**config.mk**
```make
export PLATFORM = sky130hd
export DESIGN_NAME = fsub_pipe
export DESIGN_NICKNAME = d
export VERILOG_FILES = /design/src/rtl/fsub_pipe.sv
export SDC_FILE = /design/constraint.sdc
export NUM_CORES = 1
export LEC_CHECK = 0
export ABC_AREA = 1
export BUFFER_PORTS_ARGS = -buffer_cell sky130_fd_sc_hd__buf_4
export CAP_MARGIN = 20
export CORE_UTILIZATION = 40
export CTS_CLUSTER_SIZE = 24
export DETAILED_ROUTE_END_ITERATION = 16
export PLACE_DENSITY_LB_ADDON = 0.2
export SLEW_MARGIN = 10
export SYNTH_ARGS = -nofsm -noshare
export SYNTH_HDL_FRONTEND = slang
export SYNTH_SLANG_ARGS = --single-unit
export TNS_END_PERCENT = 10
```
**constraint.sdc**
```tcl
create_clock -name clk -period 7 [get_ports clk]
set_input_delay 1.4 -clock clk [delete_from_list [all_inputs] [get_ports clk]]
set_output_delay 1.4 -clock clk [all_outputs]
set_load 0.05 [all_outputs]
```
**src/rtl/fsub_pipe.sv**
```systemverilog
// Three-stage pipelined binary32 subtractor (d = s - t) with valid/ready on both
// sides, a tag carried per operation, round-to-nearest-even and subnormal flush.
module fsub_pipe #(
  parameter int TAG_W = 5
) (
  input  logic             clk,
  input  logic             rst,
  input  logic             in_valid,
  output logic             in_ready,
  input  logic [31:0]      s,
  input  logic [31:0]      t,
  input  logic [TAG_W-1:0] in_tag,
  output logic             out_valid,
  input  logic             out_ready,
  output logic [31:0]      d,
  output logic             overflow,
  output logic [TAG_W-1:0] out_tag
);

  localparam logic [31:0] QNAN = 32'h7FC0_0000;

  function automatic logic [4:0] lzc27(input logic [26:0] v);
    lzc27 = 5'd27;
    for (int i = 0; i < 27; i++)
      if (v[i]) lzc27 = 5'(26 - i);
  endfunction

  logic adv;
  assign adv      = !out_valid || out_ready;
  assign in_ready = adv;

  // ---------------- S1: align ----------------
  logic        s_sign, t_sign, s_zero, t_zero, s_nan, t_nan, s_inf, t_inf, swap;
  logic [7:0]  s_exp, t_exp, g_exp, l_exp, shamt;
  logic [22:0] s_man, t_man, g_man, l_man;
  logic        g_sign, l_sign;
  logic [26:0] sig_g, sig_l, l_aligned;
  logic [53:0] l_shifted;
  logic        spec_d, neg_zero_d;
  logic [31:0] spec_val_d;

  assign s_sign = s[31];
  assign t_sign = ~t[31];
  assign s_exp  = s[30:23];
  assign t_exp  = t[30:23];
  assign s_zero = (s_exp == 8'd0);
  assign t_zero = (t_exp == 8'd0);
  assign s_man  = s_zero ? 23'd0 : s[22:0];
  assign t_man  = t_zero ? 23'd0 : t[22:0];
  assign s_nan  = (s_exp == 8'hFF) && (s[22:0] != 23'd0);
  assign t_nan  = (t_exp == 8'hFF) && (t[22:0] != 23'd0);
  assign s_inf  = (s_exp == 8'hFF) && (s[22:0] == 23'd0);
  assign t_inf  = (t_exp == 8'hFF) && (t[22:0] == 23'd0);

  assign swap   = {t_exp, t_man} > {s_exp, s_man};
  assign g_sign = swap ? t_sign : s_sign;
  assign l_sign = swap ? s_sign : t_sign;
  assign g_exp  = swap ? t_exp  : s_exp;
  assign l_exp  = swap ? s_exp  : t_exp;
  assign g_man  = swap ? t_man  : s_man;
  assign l_man  = swap ? s_man  : t_man;

  assign sig_g     = {g_exp != 8'd0, g_man, 3'b000};
  assign sig_l     = {l_exp != 8'd0, l_man, 3'b000};
  assign shamt     = g_exp - l_exp;
  assign l_shifted = {sig_l, 27'd0} >> shamt;
  // Bits shifted past the round position are ORed into the sticky bit.
  assign l_aligned = (shamt > 8'd25) ? {26'd0, |sig_l}
                   : {l_shifted[53:28], l_shifted[27] | (|l_shifted[26:0])};

  assign neg_zero_d = s_zero && t_zero && s_sign && t_sign;

  always_comb begin
    // NOTE: every output of a combinational block gets a default first so no
    // path leaves it unassigned, which would infer a latch.
    spec_d     = 1'b0;
    spec_val_d = 32'd0;
    if (s_nan || t_nan) begin
      spec_d     = 1'b1;
      spec_val_d = QNAN;
    end else if (s_inf && t_inf) begin
      spec_d     = 1'b1;
      spec_val_d = (s_sign != t_sign) ? QNAN : {s_sign, 8'hFF, 23'd0};
    end else if (s_inf) begin
      spec_d     = 1'b1;
      spec_val_d = {s_sign, 8'hFF, 23'd0};
    end else if (t_inf) begin
      spec_d     = 1'b1;
      spec_val_d = {t_sign, 8'hFF, 23'd0};
    end
  end

  logic             s1_valid, s1_spec, s1_neg_zero, s1_sign, s1_sub;
  logic [31:0]      s1_spec_val;
  logic [TAG_W-1:0] s1_tag;
  logic [7:0]       s1_exp;
  logic [26:0]      s1_sig_g, s1_sig_l;

  // ---------------- S2: add/sub + leading-zero count ----------------
  logic [27:0] sum_d;
  assign sum_d = s1_sub ? ({1'b0, s1_sig_g} - {1'b0, s1_sig_l})
                        : ({1'b0, s1_sig_g} + {1'b0, s1_sig_l});

  logic             s2_valid, s2_spec, s2_neg_zero, s2_sign;
  logic [31:0]      s2_spec_val;
  logic [TAG_W-1:0] s2_tag;
  logic [7:0]       s2_exp;
  logic [27:0]      s2_sum;
  logic [4:0]       s2_lzc;

  // ---------------- S3: normalize, round, range ----------------
  logic [26:0] norm;
  logic [9:0]  exp_n, exp_f;
  logic        inc, ovf_next;
  logic [24:0] rounded;
  logic [22:0] man;
  logic [31:0] d_next;

  always_comb begin
    norm     = 27'd0;
    exp_n    = 10'd0;
    d_next   = 32'd0;
    ovf_next = 1'b0;
    if (s2_sum[27]) begin
      norm  = {s2_sum[27:2], s2_sum[1] | s2_sum[0]};
      exp_n = {2'b00, s2_exp} + 10'd1;
    end else begin
      norm  = s2_sum[26:0] << s2_lzc;
      exp_n = {2'b00, s2_exp} - {5'd0, s2_lzc};
    end
    inc     = norm[2] & (norm[3] | norm[1] | norm[0]);
    rounded = {1'b0, norm[26:3]} + {24'd0, inc};
    exp_f   = exp_n + {9'd0, rounded[24]};
    man     = rounded[24] ? rounded[23:1] : rounded[22:0];
    // exp_f[9] set means the exponent went negative.
    if (s2_spec)
      d_next = s2_spec_val;
    else if (s2_sum == 28'd0)
      d_next = {s2_neg_zero, 31'd0};
    else if (exp_f[9] || exp_f == 10'd0)
      d_next = {s2_sign, 31'd0};
    else if (exp_f >= 10'd255) begin
      d_next   = {s2_sign, 8'hFF, 23'd0};
      ovf_next = 1'b1;
    end else
      d_next = {s2_sign, exp_f[7:0], man};
  end

  // ---------------- registers ----------------
  always_ff @(posedge clk) begin
    if (rst) begin
      s1_valid  <= 1'b0;
      s2_valid  <= 1'b0;
      out_valid <= 1'b0;
      d         <= 32'd0;
      overflow  <= 1'b0;
      out_tag   <= '0;
    end else if (adv) begin
      s1_valid  <= in_valid;
      s2_valid  <= s1_valid;
      out_valid <= s2_valid;
      d         <= d_next;
      overflow  <= ovf_next;
      out_tag   <= s2_tag;
    end
  end

  // NOTE: datapath registers carry no reset; their contents only matter when the
  // matching valid bit is set, and the valid bits are reset above.
  always_ff @(posedge clk) begin
    if (adv) begin
      s1_tag      <= in_tag;
      s1_spec     <= spec_d;
      s1_spec_val <= spec_val_d;
      s1_neg_zero <= neg_zero_d;
      s1_sign     <= g_sign;
      s1_sub      <= g_sign ^ l_sign;
      s1_exp      <= g_exp;
      s1_sig_g    <= sig_g;
      s1_sig_l    <= l_aligned;
      s2_tag      <= s1_tag;
      s2_spec     <= s1_spec;
      s2_spec_val <= s1_spec_val;
      s2_neg_zero <= s1_neg_zero;
      s2_sign     <= s1_sign;
      s2_exp      <= s1_exp;
      s2_sum      <= sum_d;
      s2_lzc      <= lzc27(sum_d[26:0]);
    end
  end

endmodule

```
Word-level counts from Yosys, hierarchy flattened
Cells that the tools add are included.

Flip-flop bits (word level): 222. Latch bits: 0. Memory bits (writable): 0. Bits in read-only memories: 0. Input port bits: 73. Output and inout port bits: 40. Logic and storage cells: 131. Memories: 0.

$add $sub $neg: 7. Multipliers: 0. Divide/modulo/power cells: 0. $lt $le $gt $ge: 3. Equality and inequality tests: 3. Shift operators: 2. Mux-type cells: 52. Bitwise operators: 7. Reduce and logical (&&, ||, !) cells: 29.

Operators by type and width (number): two-way mux 32 bit (6); two-way mux 23 bit (5); two-way mux 31 bit (2); >> shifter 54 x 8 -> 54 bit (1); two-way mux 5 bit (10); zero test 23 bit (2); nonzero test 23 bit (2); two-way mux 4 bit (8); greater-than comparator 31 bit (1); adder 27 x 27 -> 28 bit (1); zero test 28 bit (1); two-way mux 28 bit (1); subtractor 27 x 27 -> 28 bit (1); two-way mux 27 bit (1); OR reduction 27 bit (1); left shift 27 x 5 -> 27 bit (1); adder 24 x 1 -> 25 bit (1); OR reduction 24 bit (1); equality test 8 bit (second input constant) (2); zero test 8 bit (2); two-way mux 8 bit (2); nonzero test 8 bit (2); OR reduction 16 bit (1); two-way mux 3 bit (4); 22 further kinds (44).

Logic depth before layout (Yosys ltp)
Word-level depth: 28. Depth in mapped cells: 50. Gate-level depth less buffers: 49.

Least setup slack after synthesis
OpenSTA, ideal clock, no wires.

Path type: input to output. Start: in out_ready. End: out in_ready. Arrival: 5.520 ns. Data required time: 5.600 ns. Path slack: 0.080 ns. Stages: 3. Buffers on the path: 1. Path through: nor2_1 -> inv_1 -> clkbuf_1.

Cells in the longest elaborated chain, start to end: 1.

RTL lines: start: declaration (RTL line 14) `input logic out_ready,`; logical OR 1 bit (RTL line 29) `assign adv = !out_valid || out_ready;`; end: declaration (RTL line 9) `output logic in_ready,`.

No other way between the ends.

Worst setup path in the final report
Start: in t[27]. End: reg s1_sig_l[0], data pin.

Cells in the longest elaborated chain, start to end: 9. Elaborated cells between the ends (all ways): 14. Those cells by class: add/sub: 1; order compare: 2; shift: 1; mux: 5; bitwise: 1; reduce/logical: 4.

RTL lines: start: declaration (RTL line 11) `input logic [31:0] t,`; zero test 8 bit (RTL line 47) `assign t_zero = (t_exp == 8'd0);`; two-way mux 23 bit (RTL line 49) `assign t_man = t_zero ? 23'd0 : t[22:0];`; greater-than comparator 31 bit (RTL line 55) `assign swap = {t_exp, t_man} > {s_exp, s_man};`; two-way mux 8 bit (on tied branches) (RTL line 58, 59); subtractor 8 bit / nonzero test 8 bit (equally long branches) (RTL line 65, 64); >> shifter 54 x 8 -> 54 bit (RTL line 66) `assign l_shifted = {sig_l, 27'd0} >> shamt;`; OR reduction 27 bit (RTL line 69) `: {l_shifted[53:28], l_shifted[27] | (|l_shifted[26:0])};`; OR 1 bit (RTL line 69); two-way mux 1 bit (*) (RTL line 68) `assign l_aligned = (shamt > 8'd25) ? {26'd0, |sig_l}`; named net l_aligned[0] (RTL line 37) `logic [26:0] sig_g, sig_l, l_aligned;`; end signal: assignment (RTL line 180) `s1_sig_l <= l_aligned;`; end: declaration (RTL line 97) `logic [26:0] s1_sig_g, s1_sig_l;`.

Mark *: on every way through the listed nets, which the timed path passes. The rest lies on a longest branch. A chain may end at the register's enable or synchronous reset.

==> results.py <==
metrics = {
    "outcome": {
        "status": "completed",
    },
    "power": {
        "leakage_nw": 8.21,
        "powerDensity_nw_per_um2": 337,
        "vdd_drop_max_mv": 0.205,
    },
    "logic_synthesis": {
        "postSynthRegisterBits": 162,
        "synth_edf_count": 121,
        "yosys_warnings": 0,
        "compound_gate_fraction_of_synth_area_pct": 14.9,
        "netlist-cell-type-count": 62,
        "synth.yosys.seq_area_share_pct": 29.5,
        "postSynthCellCount": 2289,
        "ys_top_cells_by_area": "edfxtp_1 (24%), nand2_1 (15%), nand3_1 (8.3%)",
        "synth-async-reset-ratio_pct": 0,
        "synth_adder_area_share_pct": 7.22,
        "predominant_post_synthesis_flop_cell": "edfxtp_1",
        "netlist_area_um2": 15100,
        "post_synthesis_share_of_cell_area_spent_on_xor_and_xnor_gates_pct": 2.96,
        "synthMuxAreaShare_pct": 0.530,
        "synth_top_family_by_area": "simple AND/OR/NAND/NOR gates",
        "post_synth_and_or_nand_nor_area_fraction_pct": 34.7,
        "synth_top_area_share_pct": 24.0,
        "synth_largest_area_cell": "edfxtp_1",
        "average_cell_area_after_synthesis_um2": 6.60,
        "synth_fp_nets": 2448,
    },
    "layout": {
        "postLayoutCoreUtil_pct": 46.4,
        "fill_cells": 3853,
        "final_cell_area_um2": 17100,
        "layout_commonest_cell": "nand2_1",
        "final_cell_mix": "nand2_1 (603), inv_1 (267), nand3_1 (251), o21ai_0 (204), nor2_1 (184)",
        "number_of_antenna_diodes": 0,
        "finish.net_count": 2520,
        "share_of_post_route_cells_with_drive_strength_above_1_pct": 11.2,
        "area_growth_pct": 13.3,
    },
    "sta": {
        "tightestPinTransition_ps": 848,
        "period_minus_slack_ps": 6280,
        "fmax_mhz": 159,
        "final_setup_violation_count": 0,
        "hold_violations_final": 0,
        "fin_ws_ps": 716,
        "max_slew_margin_pct": 43.5,
        "worst_clock_skew_ps": 17.2,
        "maxSlewViolCount": 0,
        "post-route-period-util_pct": 89.8,
        "hold-worst-slack_ps": 417,
    },
    "cts": {
        "tritoncts": "done",
        "clock_sink_count": 162,
        "cts-root-buf": "clkbuf_16",
        "clock_tree.buffer_depth": 2,
        "htree_num_levels": 4,
        "clk-insertion-delay-late_ps": 450,
        "cts_made_buffers": 17,
        "worst_setup_hold_path_clk_slew_ps": 80,
    },
    "flow_run": {
        "cap_violations": 0,
    },
    "routing": {
        "vias": 15448,
        "routed_wirelength_um": 49400,
        "firstDrtPassIters": 6,
        "detailedRoute.firstIterationViolations": 1274,
        "routed_wire_length_per_instance_um": 17.2,
        "final_antenna_net_count": 0,
        "remaining_drc_errors": 0,
        "routed_via_density": 5.37,
    },
    "placement": {
        "gp_congestion": 0.992,
        "dpl_worst_slack_ps": 115,
        "numPortBuffers": 112,
        "dp_hpwl_um": 40000,
        "postPlaceCellArea_um2": 16500,
    },
    "global_routing": {
        "wire_length_of_the_first_global_routing_pass_um": 78300,
        "grt_antenna_before_repair": 1,
        "first_global_vias": 14489,
        "grt_max_degree": 68,
        "global_route.overflow_total": 0,
        "grt.total_usage_pct": 25.6,
    },
    "worst_setup_path": {
        "setup.worst_path.class": "primary input to register",
        "crit_required_ps": 7200,
        "critical_path_arrival_ps": 6480,
        "start_kind": "primary input",
        "cp-end-kind": "register",
        "crit_path_max_fanout": 54,
        "critical-path-top-cell-by-count": "nand2_1",
        "slowest_delay_ps": 390,
        "slowest_stage": "nor2_4",
    },
    "floorplan": {
        "dieHeight_um": 196,
        "ioPinCount": 113,
        "die_w_um": 196,
        "rows": 70,
        "initial_core_util_pct": 41.0,
        "core_region_area_um2": 36900,
        "die_outline_area_um2": 38600,
    },
    "hold_path": {
        "hp-class": "register to register",
    },
}
[metrics by stage]
stage	instances	setup TNS, ps	total power (W)
final	2878	0	0.00577
after global placement	2844	0	0.00479
after CTS	2876	0	0.00575
after global routing	2878	-14.1	0.00622
after detailed placement	2844	0	0.00478
after floorplan	2289	0	0.00382
[worst max-delay path: cells and delay by family]
kind,cells,cell delay [ps]
fa+ha+maj,1,300
buf+inv,5,1080
simple gates,27,3710
[power by group]
part | total (W) | switching, W | internal (W)
combinational | 0.00339 | 0.00232 | 0.00106
sequential | 0.00143 | 0.000148 | 0.00128
clock | 0.000952 | 0.000466 | 0.000485
[metal layers]
| metal | wire, µm | share of wire (%) | global-route usage, % |
|---|---|---|---|
| met5 | 15 | 0.030 | 0 |
| met4 | 1150 | 2.3 | 7.49 |
| met3 | 2280 | 4.6 | 2.53 |
| met2 | 23200 | 47 | 43.3 |
| met1 | 22800 | 46 | 34.6 |
[flip-flops by register name (all words and copies together), names as in the netlist]
register	cells
s2_exp	8
s1_spec_val	3
s2_neg_zero	1
s1_valid	1
s2_spec_val	3
s1_exp	8
d	32
s2_valid	1
s2_sign	1
overflow	1
s1_sig_l	27
s1_sig_g	24
s1_sign	1
s1_sub	1
s1_tag	5
out_valid	1
s2_lzc	5
out_tag	5
s2_sum	28
s1_neg_zero	1
s2_tag	5
[cells in the mapped netlist (all sizes together) (2+ instances only)]
cell / instances
xor2: 41
and2: 3
nand4: 59
o2111ai: 3
ha: 84
fa: 2
nor4: 22
clkinv: 2
o311ai: 2
inv: 277
nand3b: 4
a221oi: 3
nand2: 616
a21oi: 117
nor2: 195
o21bai: 5
xnor2: 7
clkbuf: 56
edfxtp: 121
nand3: 260
mux2i: 8
dfxtp: 41
nor3: 20
o221ai: 3
o211ai: 9
a31oi: 10
or2: 9
o31ai: 4
a211oi: 4
o22ai: 16
a32oi: 2
o21ai: 223
buf: 50
[area by class of cell]
| class | instances | area, µm² | share of cell area (%) |
|---|---|---|---|
| inverter | 279 | 1050 | 6.13 |
| clock buffer | 17 | 425 | 2.48 |
| tap | 504 | 631 | 3.68 |
| sequential | 162 | 4450 | 26.0 |
| multi-input combinational | 1742 | 9150 | 53.4 |
| timing repair buffer | 159 | 1220 | 7.14 |
| clock inverter | 15 | 188 | 1.10 |
[path summary, 6_finish.rpt]
| check | from | slack, ps | cells after the start | end |
|---|---|---|---|---|
| setup / recovery | t[27] | 720 | 33 | s1_sig_l[0] |
| hold / removal | s1_exp[5] | 420 | 0 | s2_exp[5] |
| setup reg to reg | s2_lzc[0] | 760 | 48 | d[18] |
| hold reg to reg | s1_exp[5] | 420 | 0 | s2_exp[5] |
[logic make-up after synthesis]
| family | Yosys count |
|---|---|
| muxes | 8 |
| DFF | 162 |
| adders and majority gates | 86 |
| xor gates and xnor gates | 48 |
| and+or+nand+nor | 1191 |
| buffers and inverters | 385 |
| AOI/OAI and AO/OA | 409 |
[timing repair]
action                                  4_1_cts  5_1_grt
buffers inserted                              0        2
endpoints found under the setup margin        0       33
gates resized for setup                       0        6
hold buffers                                  0        0
No activity file was read; power rests on OpenSTA's default activity.
